<file path="config.mk">
export PLATFORM = sky130hd
export DESIGN_NAME = lfsr_bist_flat
export DESIGN_NICKNAME = d
export VERILOG_FILES = /design/src/rtl/lfsr_bist_pkg.sv /design/src/rtl/lfsr_bist_if.sv /design/src/rtl/lfsr_bist_lfsr16.sv /design/src/rtl/lfsr_bist.sv /design/src/flat_wrapper.sv
export SDC_FILE = /design/constraint.sdc
export NUM_CORES = 1
export LEC_CHECK = 0
export CELL_PAD_IN_SITES_DETAIL_PLACEMENT = 0
export CELL_PAD_IN_SITES_GLOBAL_PLACEMENT = 1
export CORE_ASPECT_RATIO = 0.9
export CORE_MARGIN = 5
export CORE_UTILIZATION = 37
export CTS_BUF_LIST = sky130_fd_sc_hd__clkbuf_16
export CTS_CLUSTER_SIZE = 24
export DETAILED_ROUTE_END_ITERATION = 8
export PLACE_DENSITY_LB_ADDON = 0.08
export SYNTH_ARGS = -nofsm -noshare
export SYNTH_HDL_FRONTEND = slang
export SYNTH_SLANG_ARGS = --single-unit
export TNS_END_PERCENT = 5
</file>
<file path="constraint.sdc">
create_clock -name clk -period 2.1 [get_ports clk]
set_input_delay 0.315 -clock clk [delete_from_list [all_inputs] [get_ports clk]]
set_output_delay 0.315 -clock clk [all_outputs]
set_load 0.02 [all_outputs]
</file>
<file path="src/rtl/lfsr_bist_pkg.sv">
// lfsr_bist_pkg
// Shared types, constants and helper functions for the LFSR memory BIST.
//   bist_state_t : controller state encoding
//   LFSR_W       : LFSR width
//   LFSR_TAPS    : feedback tap mask (bits 15, 13, 12, 10)
//   DEFAULT_SEED : default LFSR load value
//   lfsr_next()  : one Fibonacci advance
//   safe_seed()  : replaces the all-zero lock-up seed
package lfsr_bist_pkg;

  typedef enum logic [2:0] {
    ST_IDLE  = 3'd0,
    ST_WRITE = 3'd1,
    ST_READ  = 3'd2,
    ST_DRAIN = 3'd3,
    ST_DONE  = 3'd4
  } bist_state_t;

  localparam int LFSR_W = 16;
  localparam logic [LFSR_W-1:0] LFSR_TAPS    = 16'hB400;
  localparam logic [LFSR_W-1:0] DEFAULT_SEED = 16'hACE1;

  // Shift left, feed back the XOR of the tapped bits into bit 0.
  function automatic logic [LFSR_W-1:0] lfsr_next(input logic [LFSR_W-1:0] s);
    return {s[LFSR_W-2:0], ^(s & LFSR_TAPS)};
  endfunction

  // An all-zero state never leaves zero, so it is swapped for 1.
  function automatic logic [LFSR_W-1:0] safe_seed(input logic [LFSR_W-1:0] s);
    if (s == 16'h0000) begin
      return 16'h0001;
    end else begin
      return s;
    end
  endfunction

endpackage

</file>
<file path="src/rtl/lfsr_bist_if.sv">
// lfsr_bist_if
// Single-port bit-memory bus between the BIST initiator and the memory.
//   data_a : write data bit
//   addr_a : address
//   we_a   : write enable
//   q_a    : registered read data (valid one cycle after the address, we_a=0)
// Modports: master = BIST side, slave = memory side.
interface lfsr_bist_if #(
  parameter int ADDR_W = 11
);

  logic              data_a;
  logic [ADDR_W-1:0] addr_a;
  logic              we_a;
  logic              q_a;

  modport master (output data_a, output addr_a, output we_a, input q_a);
  modport slave  (input data_a, input addr_a, input we_a, output q_a);

endinterface

</file>
<file path="src/rtl/lfsr_bist_lfsr16.sv">
// lfsr16
// 16-bit Fibonacci LFSR used for both generating and regenerating the
// test pattern; the controller reloads it at the start of every phase.
//   clk     : clock, rising edge
//   load    : load seed (has priority over step)
//   seed    : load value
//   step    : advance one position
//   bit_out : current MSB, i.e. the bit emitted before the next advance
module lfsr16
  import lfsr_bist_pkg::*;
(
  input  logic              clk,
  input  logic              load,
  input  logic [LFSR_W-1:0] seed,
  input  logic              step,
  output logic              bit_out
);

  logic [LFSR_W-1:0] state_r;

  // LFSR state register: load wins over step, otherwise hold.
  always_ff @(posedge clk) begin
    if (load) begin
      state_r <= seed;
    end else if (step) begin
      state_r <= lfsr_next(state_r);
    end else begin
      state_r <= state_r;
    end
  end

  assign bit_out = state_r[LFSR_W-1];

endmodule

</file>
<file path="src/rtl/lfsr_bist.sv">
// lfsr_bist
// BIST initiator for a 2^ADDR_W x 1 single-port memory. Writes an LFSR
// pattern to every address, reads it back and compares against a
// regenerated copy; optionally repeats with inverted data.
//   clk, rst       : clock and synchronous active-high reset
//   start          : request, honoured only in IDLE or DONE
//   busy           : test running
//   done           : level, test finished
//   pass           : no mismatches (valid while done)
//   err_count      : saturating mismatch count over all passes
//   first_err_addr : address of the first mismatch (0 if none)
//   mem            : memory bus (master side)
module lfsr_bist
  import lfsr_bist_pkg::*;
#(
  parameter int              ADDR_W   = 11,
  parameter logic [LFSR_W-1:0] SEED   = DEFAULT_SEED,
  parameter bit              TWO_PASS = 1'b1
) (
  input  logic              clk,
  input  logic              rst,
  input  logic              start,
  output logic              busy,
  output logic              done,
  output logic              pass,
  output logic [ADDR_W:0]   err_count,
  output logic [ADDR_W-1:0] first_err_addr,
  lfsr_bist_if.master       mem
);

  localparam logic [ADDR_W-1:0] ADDR_LAST = {ADDR_W{1'b1}};
  localparam logic [ADDR_W-1:0] ADDR_ZERO = {ADDR_W{1'b0}};
  localparam logic [ADDR_W-1:0] ADDR_ONE  = {{(ADDR_W-1){1'b0}}, 1'b1};
  localparam logic [ADDR_W:0]   ERR_MAX   = {(ADDR_W+1){1'b1}};
  localparam logic [ADDR_W:0]   ERR_ZERO  = {(ADDR_W+1){1'b0}};
  localparam logic [ADDR_W:0]   ERR_ONE   = {{ADDR_W{1'b0}}, 1'b1};
  localparam logic [LFSR_W-1:0] SEED_EFF  = safe_seed(SEED);

  bist_state_t       state_r;
  logic              busy_r;
  logic              done_r;
  logic              pass_r;
  logic [ADDR_W:0]   err_count_r;
  logic [ADDR_W-1:0] first_err_addr_r;
  logic              first_seen_r;
  logic              data_a_r;
  logic [ADDR_W-1:0] addr_a_r;
  logic              we_a_r;
  logic              inv_r;
  logic              pipe_v_r;
  logic              pipe_exp_r;
  logic [ADDR_W-1:0] pipe_addr_r;

  logic              lfsr_load_s;
  logic              lfsr_step_s;
  logic              lfsr_bit_s;
  logic              exp_bit_s;
  logic              last_addr_s;
  logic              mismatch_s;
  logic [ADDR_W:0]   err_next_s;
  logic [ADDR_W-1:0] first_next_s;
  logic              first_seen_next_s;

  lfsr16 u_lfsr (
    .clk     (clk),
    .load    (lfsr_load_s),
    .seed    (SEED_EFF),
    .step    (lfsr_step_s),
    .bit_out (lfsr_bit_s)
  );

  assign last_addr_s = (addr_a_r == ADDR_LAST);
  assign exp_bit_s   = lfsr_bit_s ^ inv_r;

  // LFSR control. The LFSR is parked at the seed while idle, so the bit for
  // address 0 is already on bit_out when start arrives; data_a is registered
  // one address ahead of the write strobe. Reaching the last address reloads
  // the seed for the next phase.
  always_comb begin
    lfsr_load_s = 1'b0;
    lfsr_step_s = 1'b0;
    if (rst) begin
      lfsr_load_s = 1'b1;
    end else begin
      case (state_r)
        ST_IDLE, ST_DONE: begin
          if (start) begin
            lfsr_step_s = 1'b1;
          end else begin
            lfsr_load_s = 1'b1;
          end
        end
        ST_WRITE, ST_READ: begin
          if (last_addr_s) begin
            lfsr_load_s = 1'b1;
          end else begin
            lfsr_step_s = 1'b1;
          end
        end
        ST_DRAIN: begin
          if (TWO_PASS && !inv_r) begin
            lfsr_step_s = 1'b1;
          end else begin
            lfsr_load_s = 1'b1;
          end
        end
        default: begin
          lfsr_load_s = 1'b1;
        end
      endcase
    end
  end

  // Compare stage: q_a now belongs to the address held in the pipeline register.
  always_comb begin
    mismatch_s        = pipe_v_r && (mem.q_a != pipe_exp_r);
    err_next_s        = err_count_r;
    first_next_s      = first_err_addr_r;
    first_seen_next_s = first_seen_r;
    if (mismatch_s) begin
      if (err_count_r != ERR_MAX) begin
        err_next_s = err_count_r + ERR_ONE;
      end else begin
        err_next_s = err_count_r;
      end
      if (!first_seen_r) begin
        first_next_s      = pipe_addr_r;
        first_seen_next_s = 1'b1;
      end else begin
        first_next_s      = first_err_addr_r;
        first_seen_next_s = first_seen_r;
      end
    end else begin
      err_next_s        = err_count_r;
      first_next_s      = first_err_addr_r;
      first_seen_next_s = first_seen_r;
    end
  end

  // Controller FSM with registered memory-bus and status outputs.
  always_ff @(posedge clk) begin
    if (rst) begin
      state_r          <= ST_IDLE;
      busy_r           <= 1'b0;
      done_r           <= 1'b0;
      pass_r           <= 1'b0;
      err_count_r      <= ERR_ZERO;
      first_err_addr_r <= ADDR_ZERO;
      first_seen_r     <= 1'b0;
      data_a_r         <= 1'b0;
      addr_a_r         <= ADDR_ZERO;
      we_a_r           <= 1'b0;
      inv_r            <= 1'b0;
      pipe_v_r         <= 1'b0;
      pipe_exp_r       <= 1'b0;
      pipe_addr_r      <= ADDR_ZERO;
    end else begin
      case (state_r)
        ST_IDLE, ST_DONE: begin
          if (start) begin
            state_r          <= ST_WRITE;
            busy_r           <= 1'b1;
            done_r           <= 1'b0;
            pass_r           <= 1'b0;
            err_count_r      <= ERR_ZERO;
            first_err_addr_r <= ADDR_ZERO;
            first_seen_r     <= 1'b0;
            inv_r            <= 1'b0;
            addr_a_r         <= ADDR_ZERO;
            we_a_r           <= 1'b1;
            data_a_r         <= lfsr_bit_s;
            pipe_v_r         <= 1'b0;
          end
        end
        ST_WRITE: begin
          // The memory is writing addr_a_r on this edge.
          if (last_addr_s) begin
            state_r  <= ST_READ;
            we_a_r   <= 1'b0;
            data_a_r <= 1'b0;
            addr_a_r <= ADDR_ZERO;
          end else begin
            addr_a_r <= addr_a_r + ADDR_ONE;
            data_a_r <= exp_bit_s;
          end
        end
        ST_READ: begin
          // The memory captures addr_a_r on this edge; its q_a is checked next edge.
          pipe_v_r         <= 1'b1;
          pipe_exp_r       <= exp_bit_s;
          pipe_addr_r      <= addr_a_r;
          err_count_r      <= err_next_s;
          first_err_addr_r <= first_next_s;
          first_seen_r     <= first_seen_next_s;
          if (last_addr_s) begin
            state_r <= ST_DRAIN;
          end else begin
            addr_a_r <= addr_a_r + ADDR_ONE;
          end
        end
        ST_DRAIN: begin
          pipe_v_r         <= 1'b0;
          err_count_r      <= err_next_s;
          first_err_addr_r <= first_next_s;
          first_seen_r     <= first_seen_next_s;
          addr_a_r         <= ADDR_ZERO;
          if (TWO_PASS && !inv_r) begin
            state_r  <= ST_WRITE;
            inv_r    <= 1'b1;
            we_a_r   <= 1'b1;
            data_a_r <= ~lfsr_bit_s;
          end else begin
            state_r <= ST_DONE;
            busy_r  <= 1'b0;
            done_r  <= 1'b1;
            pass_r  <= (err_next_s == ERR_ZERO);
          end
        end
        default: begin
          state_r <= ST_IDLE;
        end
      endcase
    end
  end

  assign busy           = busy_r;
  assign done           = done_r;
  assign pass           = pass_r;
  assign err_count      = err_count_r;
  assign first_err_addr = first_err_addr_r;
  assign mem.data_a     = data_a_r;
  assign mem.addr_a     = addr_a_r;
  assign mem.we_a       = we_a_r;

endmodule

</file>
<file path="src/flat_wrapper.sv">
// flat-port wrapper written by rule: the top's interface ports become plain ports
module lfsr_bist_flat import lfsr_bist_pkg::*;
#(
  parameter int              ADDR_W   = 11,
  parameter logic [LFSR_W-1:0] SEED   = DEFAULT_SEED,
  parameter bit              TWO_PASS = 1'b1
)
  (clk, rst, start, busy, done, pass, err_count, first_err_addr, mem_data_a, mem_addr_a, mem_we_a, mem_q_a);
  lfsr_bist_if #(.ADDR_W(ADDR_W)) mem_i ();
  input  logic clk;
  input  logic rst;
  input  logic start;
  output logic busy;
  output logic done;
  output logic pass;
  output logic [ADDR_W:0] err_count;
  output logic [ADDR_W-1:0] first_err_addr;
  output wire logic [$bits(mem_i.data_a)-1:0] mem_data_a;
  output wire logic [$bits(mem_i.addr_a)-1:0] mem_addr_a;
  output wire logic [$bits(mem_i.we_a)-1:0] mem_we_a;
  input wire logic [$bits(mem_i.q_a)-1:0] mem_q_a;
  assign mem_data_a = mem_i.data_a;
  assign mem_addr_a = mem_i.addr_a;
  assign mem_we_a = mem_i.we_a;
  assign mem_i.q_a = mem_q_a;
  lfsr_bist #(.ADDR_W(ADDR_W), .SEED(SEED), .TWO_PASS(TWO_PASS)) u_core (.clk(clk), .rst(rst), .start(start), .busy(busy), .done(done), .pass(pass), .err_count(err_count), .first_err_addr(first_err_addr), .mem(mem_i));
endmodule
</file>
# Word-level counts from Yosys, hierarchy flattened
# Index checks and enable logic that the tools add are counted.
# Widths: inputs -> output; s select.
# totals
regBits	73
latchBits	0
mem_bits_rw	0
romBits	0
input_bits	4
n_memories	0
# op_classes
n_addsub	2
mul	0
div_mod_pow	0
magnitude_cmp	0
eq_ne	15
n_shift	0
n_mux	45
bitwise_logic	2
n_reduce_logical	22
# op_table
op	n
$mux 11	5
$pmux 11 s4	1
$mux 12	3
$pmux 12 s2	1
$pmux 11 s2	1
$mux 1	19
$reduce_xor 16->1	1
$pmux 1 s3	5
$reduce_and 3->1	5
$add 12x1->12 const B	1
$logic_not 12->1	1
$mux 3	4
$ne 12x12->1 const B	1
$pmux 3 s4	1
$add 11x1->11 const B	1
$eq 11x11->1 const B	1
$pmux 1 s2	5
$ne 2x1->1 const B	4
$ne 2x2->1 const B	4
$reduce_and 4->1	2
$eq 3x2->1 const B	2
$reduce_and 2->1	3
$reduce_bool 3->1	2
$reduce_or 2->1	3
9 further kinds	10

# Depth between registers and ports, before layout
# Gate-level depths: netlist (run 1).
# depth
ltp_word	6
depth_mapped	8
ltp_nobuf	7

# By module
# A second synthesis (run 1) with hierarchy kept.
# unflattened
hier_cells	387
area_unflattened_um2	3618.5
# modules_own_cells
module	n_inst	cells_each	area_each_um2
lfsr_bist	1	348	2870.3
lfsr16	1	39	748.2

# Worst setup path after synthesis (run 1)
# OpenSTA, ideal clock, no wires.
# synth_timing
path_type	reg-to-reg
startpoint	reg u_core.addr_a_r[0], in the netlist u_core.mem.addr_a[0]
endpoint	reg u_core.u_lfsr.state_r[14]
setup_ns	0.116
arrival_ns	2.070
required_ns	1.984
slack_ns	-0.086
stages_incl_launch_ff	8
period_less_slack_ns	2.186
path_cell_list	dfxtp_1 > ha_1 > nand4_4 > or4_4 > a21oi_1 > o22a_2 > nor2_4 > and2_2
# synth_between
elab_chain_cells	4
elab_cells_between_ends	7
cone_classes	eq/ne: 1; mux: 6
# synth_lines
element	line	rtl
start: declaration	lfsr_bist.sv:47	logic [ADDR_W-1:0] addr_a_r;
start signal: assignment	lfsr_bist.sv:183	addr_a_r <= addr_a_r + ADDR_ONE;
start signal: assignment	lfsr_bist.sv:198	addr_a_r <= addr_a_r + ADDR_ONE;
$eq 11x11->1 *	lfsr_bist.sv:72	assign last_addr_s = (addr_a_r == ADDR_LAST);
$mux 1	lfsr_bist.sv:94	if (last_addr_s) begin
$pmux 1 s3	lfsr_bist.sv:85	case (state_r)
$mux 1	lfsr_bist.sv:82	if (rst) begin
end signal: assignment	lfsr_bist_lfsr16.sv:26	state_r <= lfsr_next(state_r);
end signal: assignment	lfsr_bist_lfsr16.sv:28	state_r <= state_r;
end: declaration	lfsr_bist_lfsr16.sv:19	logic [LFSR_W-1:0] state_r;
# Mark *: on every way between the ends. The rest lies on a longest branch, timed or not.
# A chain may end at the register's enable or synchronous reset.

# Worst setup path after layout (run 1)
# layout_timing
startpoint	in mem_q_a
endpoint	reg u_core.pass_r, in the netlist u_core.pass
# layout_between
elab_chain_cells	6
# layout_lines
element	line	rtl
start: declaration	flat_wrapper.sv:21	input wire logic [$bits(mem_i.q_a)-1:0] mem_q_a;
$ne 1x1->1	lfsr_bist.sv:116	mismatch_s = pipe_v_r && (mem.q_a != pipe_exp_r);
$logic_and 1x1->1	lfsr_bist.sv:116	
$mux 12	lfsr_bist.sv:120	if (mismatch_s) begin
$logic_not 12->1	lfsr_bist.sv:216	pass_r <= (err_next_s == ERR_ZERO);
$mux 1	lfsr_bist.sv:207	if (TWO_PASS && !inv_r) begin
$pmux 1 s2	lfsr_bist.sv:158	case (state_r)
end signal: assignment	lfsr_bist.sv:216	
end: declaration	lfsr_bist.sv:42	logic pass_r;
# No other way between the ends. The select of a mux whose other input is x is not followed.

==> flow_summary.yaml, run 1 <==
run_status:
  status: "complete, no violations"
clock_tree:
  clk_latency_ns: 0.33
  clkSlewWorstSetupHoldPaths_ns: 0.06
  clock_sinks: 73
  cts_tree: "yes"
  h-tree-depth: 3
  cts_inserted_buffers: 9
  root_buffer: "clkbuf_16"
  clock_path_buffers: 2
yosys:
  syn_area_per_cell_um2: 8.328
  yosysSeqAreaShare: 0.4344
  syn_nets: 410
  synthTopCellsByCount: "dfxtp_1, nor2_1, a21oi_1, nand2_1, o21ai_0"
  yosysTopAreaCellShare: 0.4344
  yosysTopAreaCell: "dfxtp_1"
  yosys-top-cells-area: "dfxtp_1, a21oi_1, nor2_1"
  synth_cell_types: 60
  yosys_register_bits: 73
  syn-cell-area_um2: 3364
  yosys_warnings: 0
  synth.most_common_cell: "dfxtp_1"
  synth_edf_count: 0
  synthArstFlopShare: 0
  synth-main-ff-cell: "dfxtp_1"
  syn_inst: 404
floorplanning:
  die_y_um: 100.5
  start_util: 0.3738
  rows: 33
  core_area_um2: 9001
  die_x_um: 110.5
  ioPinCount: 43
  die-area_um2: 11100
worst_setup_path:
  cp_max_fo: 5
  end_kind: "flop"
  start_kind: "input pin"
  worstPathRequired_ns: 2.37
  cp.arrival_ns: 2.24
  critPathKind: "input pin to flop"
place:
  hpwl_um: 6595
  port_buffers: 42
  gp_congestion: 0.8453
  dpl_cell_area_um2: 4173
cells_and_area:
  num_antenna_cells: 0
  stdcell_area_um2: 4544
  syn_to_final_growth_pct: 35.07
  drive_above_1_share: 0.1902
  final_nets: 490
drt:
  detail-route-antenna-nets: 0
  vias: 3133
  dr.first_iter.drc_count: 116
  detail_route.wl_per_cell_um: 15.05
  viasPerCell: 5.128
  drc: 0
  dr.pass1.iters: 4
  drt_wl_total_um: 9196
power_and_ir_drop:
  power_density_nw_per_um2: 755.3
  power_mw: 3.432
  power.leakage_nw: 1.650
  peakVddDrop_uv: 564.8
run:
  cap_violations: 0
grt:
  grt_pass1_vias: 2981
  antenna_found_initial: 0
  grt_max_degree: 28
  grt_use_total: 0.1671
  grt-ovfl-total: 0
  grt_pass1_wl_um: 14990
sta:
  timing.slew.headroom: 0.5167
  rsz0062_at_grt: "false"
  period_needed_ns: 1.967
  setup-violations-final: 0
  timing.fmax_mhz: 508.4
  final-hold-violation-count: 0
  period_share: 0.9367
  drv_slew: 0
  worst_pin_slew_ns: 0.7223
  fin_worst_skew_ns: 0.007475
worst_hold_path:
  worstHoldPathType: "flop to flop"
[placed cells by master (no fill, tap or decap), types with 2 or more instances in the layout]
cell type	n
a211oi_1	5
a21oi_1	44
a22oi_1	3
a311oi_1	2
a31oi_1	7
and2_1	5
and2_2	6
and3_1	4
buf_4	52
bufinv_16	3
clkbuf_16	9
clkdlybuf4s50_1	41
dfxtp_1	71
dfxtp_2	2
inv_1	4
mux2i_1	4
nand2_1	44
nand2b_1	7
nand3_1	20
nand3b_1	2
nand4_1	9
nand4b_1	2
nor2_1	45
nor3_1	10
o21a_1	2
o21ai_0	32
or2_2	2
or3_1	8
xnor2_1	5
xor2_1	6
[cells by family after synthesis]
kind of cell	Yosys count	synth area share
simple gates	177	0.2748
fa+ha+maj	2	0.007437
xor+xnor	12	0.03347
mux	4	0.01190
compound gates	108	0.1938
flops	73	0.4344
buf+inv	28	0.04425
[timing repair]
item,CTS,global route
buffers inserted,0,2
setup endpoints to repair,0,11
resized for setup,0,2
hold buffers,0,0
endpoints found under the hold margin,0,0
[registers in the layout, indices dropped and copies added, names as in the netlist]
| signal | cells |
|---|---|
| u_core.u_lfsr.state_r | 16 |
| u_core.err_count | 12 |
| u_core.first_err_addr | 11 |
| u_core.mem.addr_a | 11 |
| u_core.pipe_addr_r | 11 |
| u_core.state_r | 3 |
| u_core.busy | 1 |
| u_core.done | 1 |
| u_core.first_seen_r | 1 |
| u_core.inv_r | 1 |
| u_core.mem.data_a | 1 |
| u_core.mem.we_a | 1 |
| u_core.pass | 1 |
| u_core.pipe_exp_r | 1 |
| u_core.pipe_v_r | 1 |
[where the power goes]
group	switching [mW]	internal, mW
clock network	0.588	1.16
registers	0.0210	1.42
logic	0.135	0.103
[final cells by class]
cell class                      instances  area, µm²
Clock buffer                            9      225.2
Clock inverter                          7      118.9
Tap cell                              122      152.6
Sequential cell                        73       1464
Multi-Input combinational cell        303       1767
Timing Repair Buffer                   94      805.8
Fill cell                             925       4457
Inverter                                3      11.26
[final timing paths]
check                           start                        to  slack [ns]  cells after the start
min reg2reg  u_core.u_lfsr.state_r[4]  u_core.u_lfsr.state_r[5]        0.41                      1
min          u_core.u_lfsr.state_r[4]  u_core.u_lfsr.state_r[5]        0.41                      1
max reg2reg       u_core.err_count[2]               u_core.pass        0.15                      5
max                           mem_q_a               u_core.pass        0.13                      8
[critical path: stages]
cell	delay [ns]
clkdlybuf4s50_1	0.50
xor2_2	0.21
buf_4	0.17
nand2_1	0.10
a31oi_1	0.29
nand3b_1	0.15
a2111oi_2	0.33
a31o_1	0.18
[routing by layer]
layer | global-route usage | wire length (µm) | up-vias
met5 | 0 | 0 | -
met4 | 0.05587 | 90 | 0
met3 | 0.04982 | 426 | 8
met2 | 0.2500 | 4012 | 65
met1 | 0.2312 | 4667 | 1463
li1 | - | - | 1597
[per-stage QoR]
step | worst slack, ns | TNS [ns] | hold WS [ns] | utilization | std cells
floorplan | -0.01414 | -0.01414 | 0.3908 | - | 404
global placement | -0.1048 | -1.231 | 0.3965 | 0.4636 | 593
detailed placement | -0.1612 | -1.732 | 0.4026 | 0.4636 | 593
CTS | 0.04851 | 0 | 0.4176 | 0.5018 | 609
global route | 0.04273 | 0 | 0.4211 | 0.5049 | 611
finish | 0.1329 | 0 | 0.4116 | 0.5049 | 611
No activity file was read; power rests on OpenSTA's default activity.
==> run 2: changes to the inputs <==
GPL_TIMING_DRIVEN = 0   (was unset)
==> run 2 against run 1 <==
Core utilization is 2.1 points lower. Clock skew is 0.0030 ns lower. Wire length is 1.9% lower. Cell count is 4.1% lower. Clock power is 6% lower. Sequential power hardly changed. Flip-flop and latch count stayed put. Count of clock-buffer cells in the layout stayed put. Register-to-register slack worse by 0.11 ns. Die area stayed put. Fmax is 4.5% lower. Critical endpoint is now u_core.u_lfsr.state_r[9]. Largest cell class unchanged. Largest power group unchanged. Highest routed layer unchanged.
==> flow_summary.yaml, run 2 (synthesis gave the netlist of run 1 again) <==
run_status:
  status: "complete, no violations"
clock_tree:
  h-tree-depth: 3
  clock_path_buffers: 2
  clk_latency_ns: 0.33
  cts_tree: "yes"
  cts_inserted_buffers: 9
  clock_sinks: 73
  root_buffer: "clkbuf_16"
  clkSlewWorstSetupHoldPaths_ns: 0.06
sta:
  rsz0062_at_grt: "true"
  worst_pin_slew_ns: 0.6407
  drv_slew: 0
  period_share: 0.9807
  final-hold-violation-count: 0
  hold_ws_ns: 0.4117
  timing.fmax_mhz: 485.5
  finalSetupTns_ns: 0
  timing.slew.headroom: 0.5728
  period_needed_ns: 2.060
  setup-violations-final: 0
  fin_worst_skew_ns: 0.004444
place:
  port_buffers: 42
  hpwl_um: 6421
  gp_congestion: 0.8237
  dpl_cell_area_um2: 3940
  dp_cells: 568
drt:
  viasPerCell: 5.282
  detail_route.wl_per_cell_um: 15.39
  drc: 0
  detail-route-antenna-nets: 0
  drt_wl_total_um: 9017
  dr.first_iter.drc_count: 180
  dr.pass1.iters: 4
  vias: 3095
grt:
  grt_max_degree: 14
  grt_use_total: 0.1645
  antenna_found_initial: 0
  grt_pass1_wl_um: 14900
  grt-ovfl-total: 0
  grt_pass1_vias: 2890
cells_and_area:
  stdcell_area_um2: 4355
  num_antenna_cells: 0
  top_register: "u_core.u_lfsr.state_r"
  final_cell_mix: "dfxtp_1, nand2_1, nor2_1, a21oi_1, clkdlybuf4s50_1"
  layout_commonest_cell: "dfxtp_1"
  syn_to_final_growth_pct: 29.45
  largest_register_ffs: 16
  layoutNonFillerInstCount: 586
  final_nets: 465
  drive_above_1_share: 0.1293
  multiInputGateArea_um2: 1823
  seqCellArea_um2: 1475
  nFillCells: 933
floorplanning:
  rows: 33
  core_area_um2: 9001
  ioPinCount: 43
  die_x_um: 110.5
  die_y_um: 100.5
  die-area_um2: 11100
  start_util: 0.3738
worst_hold_path:
  min-delay-start: "u_core.u_lfsr.state_r[5]"
  worstHoldPathType: "flop to flop"
  hold_depth: 1
  hold-path-endpoint: "u_core.u_lfsr.state_r[6]"
worst_setup_path:
  end_kind: "flop"
  start_kind: "flop"
  critPathKind: "flop to flop"
  reg2reg_from: "u_core.mem.addr_a[0]"
  reg2reg_slack_ns: 0.04
  cp_max_fo: 9
  rr_worst_depth: 7
  cp.arrival_ns: 2.28
  worstPathRequired_ns: 2.32
  r2r_end: "u_core.u_lfsr.state_r[9]"
power_and_ir_drop:
  power_density_nw_per_um2: 760.4
  power_mw: 3.312
  power.leakage_nw: 1.455
  peakVddDrop_uv: 447.4
run:
  cap_violations: 0
-- run 2: cell types whose count changed in the layout (fill, tap and decap cells not counted), moves of 2 or more --
cell and change:
buf_4 -49, clkbuf_1 +16, clkbuf_8 +3, dfxtp_1 -5, dfxtp_2 +3, dfxtp_4 +2
-- run 2: stage by stage --
stage                     worst slack, ns    util
after CTS                        0.003021  0.4797
after detailed placement          -0.3782  0.4377
after global routing             -0.09723  0.4839
final                             0.04045  0.4839
after global placement            -0.3579  0.4377
after floorplan                  -0.01414       -
-- run 2: cell type report --
class / count / area share
multi-input cells: 303 / 0.4186
flip-flops and latches: 73 / 0.3387
repair buffers: 44 / 0.09997
clock buffers: 9 / 0.05171
well taps: 122 / 0.03505
plain buffers: 25 / 0.03189
clock inverters: 7 / 0.02155
inverters: 3 / 0.002585
-- run 2: layer usage --
metal  up-vias  global-route usage  share of wire
met5         -                   0              0
met4         0             0.03977         0.0061
met3         4             0.04682          0.049
met2        80              0.2519           0.45
met1      1455              0.2302           0.50
li1       1556                   -              -
-- run 2: critical path: stages, from the launching register on --
cell,delay [ns]
dfxtp_4,0.40
ha_4,0.16
nand4_4,0.13
or4_4,0.58
a21oi_2,0.16
o22a_2,0.24
nor2_4,0.07
and2_2,0.19
-- run 2: how the worst max path moves through the flow --
| stage | start | endpoint | slack [ns] | cells after the start |
|---|---|---|---|---|
| after floorplan | u_core.err_count[0] | u_core.pass | -0.01 | 6 |
| after global placement | mem_q_a | u_core.pass | -0.36 | 7 |
| after detailed placement | mem_q_a | u_core.pass | -0.38 | 7 |
| after CTS | u_core.mem.addr_a[0] | u_core.u_lfsr.state_r[9] | 0.003 | 7 |
| after global routing | u_core.state_r[2] | u_core.first_err_addr[8] | -0.1 | 8 |
| final | u_core.mem.addr_a[0] | u_core.u_lfsr.state_r[9] | 0.04 | 7 |
-- run 2: what timing repair did --
action	in CTS	in global routing
gates resized for setup	12	10
endpoints found under the setup margin	19	39
pin swaps	2	6
setup buffers	1	1
hold buffers	0	0
-- run 2: where the power goes --
| group | switching, mW | total, mW | internal [mW] | leakage (nW) |
|---|---|---|---|---|
| Sequential | 0.0218 | 1.44 | 1.42 | 0.597 |
| Combinational | 0.138 | 0.228 | 0.0903 | 0.701 |
| Clock | 0.600 | 1.64 | 1.04 | 0.157 |
==> run 3: changes to the inputs <==
SKIP_CTS_REPAIR_TIMING = 1   (was unset)
==> run 3 against run 2 <==
Hold slack is essentially flat. Via count grew 0.52%. Combinational power grew 5%. Worst setup slack gained 0.012 ns. Core utilization grew 0.21 points. Design area grew 0.43%. Clock power is essentially flat. Largest power group unchanged.
==> flow_summary.yaml, run 3 (synthesis gave the netlist of run 1 again) <==
drt:
  detail_route.wl_per_cell_um: 15.46
  drc: 0
  vias: 3111
  viasPerCell: 5.291
  detail-route-antenna-nets: 0
  drt_wl_total_um: 9090
  dr.first_iter.drc_count: 174
  dr.pass1.iters: 5
worst_hold_path:
  worstHoldPathType: "flop to flop"
  hold-path-endpoint: "u_core.u_lfsr.state_r[6]"
  hold_depth: 1
  min-delay-start: "u_core.u_lfsr.state_r[5]"
place:
  dp_cells: 568
  hpwl_um: 6421
  port_buffers: 42
  gp_congestion: 0.8237
power_and_ir_drop:
  peakVddDrop_uv: 460.4
  power_density_nw_per_um2: 761.6
  power_mw: 3.331
  power.leakage_nw: 1.478
run_status:
  status: "complete, no violations"
cells_and_area:
  drive_above_1_share: 0.1395
  top_register: "u_core.u_lfsr.state_r"
  num_antenna_cells: 0
  layout_commonest_cell: "dfxtp_1"
  nFillCells: 937
  final_cell_mix: "dfxtp_1, nand2_1, nor2_1, a21oi_1, clkdlybuf4s50_1"
  syn_to_final_growth_pct: 30.01
  layoutNonFillerInstCount: 588
  final_nets: 467
  utilization: 0.4860
  largest_register_ffs: 16
floorplanning:
  die_x_um: 110.5
  die_y_um: 100.5
  start_util: 0.3738
  core_area_um2: 9001
  die-area_um2: 11100
  ioPinCount: 43
  rows: 33
sta:
  period_needed_ns: 2.048
  fin_worst_skew_ns: 0.003833
  period_share: 0.9751
  setup-violations-final: 0
  timing.fmax_mhz: 488.4
  worst_pin_slew_ns: 0.6711
  rsz0062_at_grt: "true"
  timing.slew.headroom: 0.5526
  drv_slew: 0
  final-hold-violation-count: 0
grt:
  grt-ovfl-total: 0
  grt_max_degree: 14
  grt_pass1_wl_um: 14910
  grt_use_total: 0.1644
  grt_pass1_vias: 2885
  antenna_found_initial: 0
worst_setup_path:
  rr_worst_depth: 6
  cp_max_fo: 8
  r2r_end: "u_core.pass"
  reg2reg_from: "u_core.err_count[0]"
  crit_slowest_cell: "clkdlybuf4s50_1"
  worstPathRequired_ns: 2.33
  reg2reg_slack_ns: 0.05
  critPathKind: "input pin to flop"
  max_stage_delay_ns: 0.56
  cp.arrival_ns: 2.27
  cp_cell_sequence: "clkdlybuf4s50_1, xor2_4, nand2b_1, a211oi_2, a211oi_1, a41o_1, a31o_1"
  end_kind: "flop"
  start_kind: "input pin"
clock_tree:
  cts_tree: "yes"
  clock_sinks: 73
  cts_inserted_buffers: 9
  clk_latency_ns: 0.33
  root_buffer: "clkbuf_16"
  clock_path_buffers: 2
  h-tree-depth: 3
  clkSlewWorstSetupHoldPaths_ns: 0.06
run:
  cap_violations: 0
[run 3: critical path: cells and delay by family]
family	cells	cell delay, ns
simple gates	1	0.14
compound gates	4	0.98
xor+xnor	1	0.26
buf+inv	1	0.56
[run 3: area by class of cell]
| cell class | instances | area [µm²] | share of cell area |
|---|---|---|---|
| Multi-Input combinational cell | 303 | 1819 | 0.4159 |
| Sequential cell | 73 | 1475 | 0.3372 |
| Timing Repair Buffer | 48 | 465.4 | 0.1064 |
| Clock buffer | 9 | 225.2 | 0.05149 |
| Tap cell | 122 | 152.6 | 0.03490 |
| Buffer | 23 | 131.4 | 0.03003 |
| Clock inverter | 7 | 93.84 | 0.02145 |
| Inverter | 3 | 11.26 | 0.002574 |
[run 3: through the flow]
step	TNS (ns)	hold slack [ns]	setup WS, ns	instance area [µm²]
floorplan	-0.01414	0.3908	-0.01414	3367
global placement	-10.95	0.3934	-0.3579	3940
detailed placement	-10.88	0.4014	-0.3782	3940
CTS	-1.449	0.4160	-0.2232	4259
global route	-0.2514	0.4252	-0.06610	4374
finish	0	0.4116	0.05229	4374
[run 3: worst max path at each step]
stage                         from          end  slack [ns]
3_5_place_dp               mem_q_a  u_core.pass       -0.38
3_3_place_gp               mem_q_a  u_core.pass       -0.36
5_1_grt                    mem_q_a  u_core.pass       -0.07
4_1_cts        u_core.err_count[0]  u_core.pass       -0.22
6_report                   mem_q_a  u_core.pass        0.05
2_1_floorplan  u_core.err_count[0]  u_core.pass       -0.01
[run 3: report_power, final]
group          switching (mW)  internal [mW]
clock network           0.610           1.04
logic                   0.141         0.0982
registers              0.0209           1.42
[run 3: per-layer routing]
metal	up-vias	wire length, µm	track usage	share of wire
met4	0	93	0.03977	0.010
met5	-	0	0	0
met3	8	416	0.04682	0.046
met1	1476	4586	0.2300	0.50
li1	1554	-	-	-
met2	73	3993	0.2519	0.44
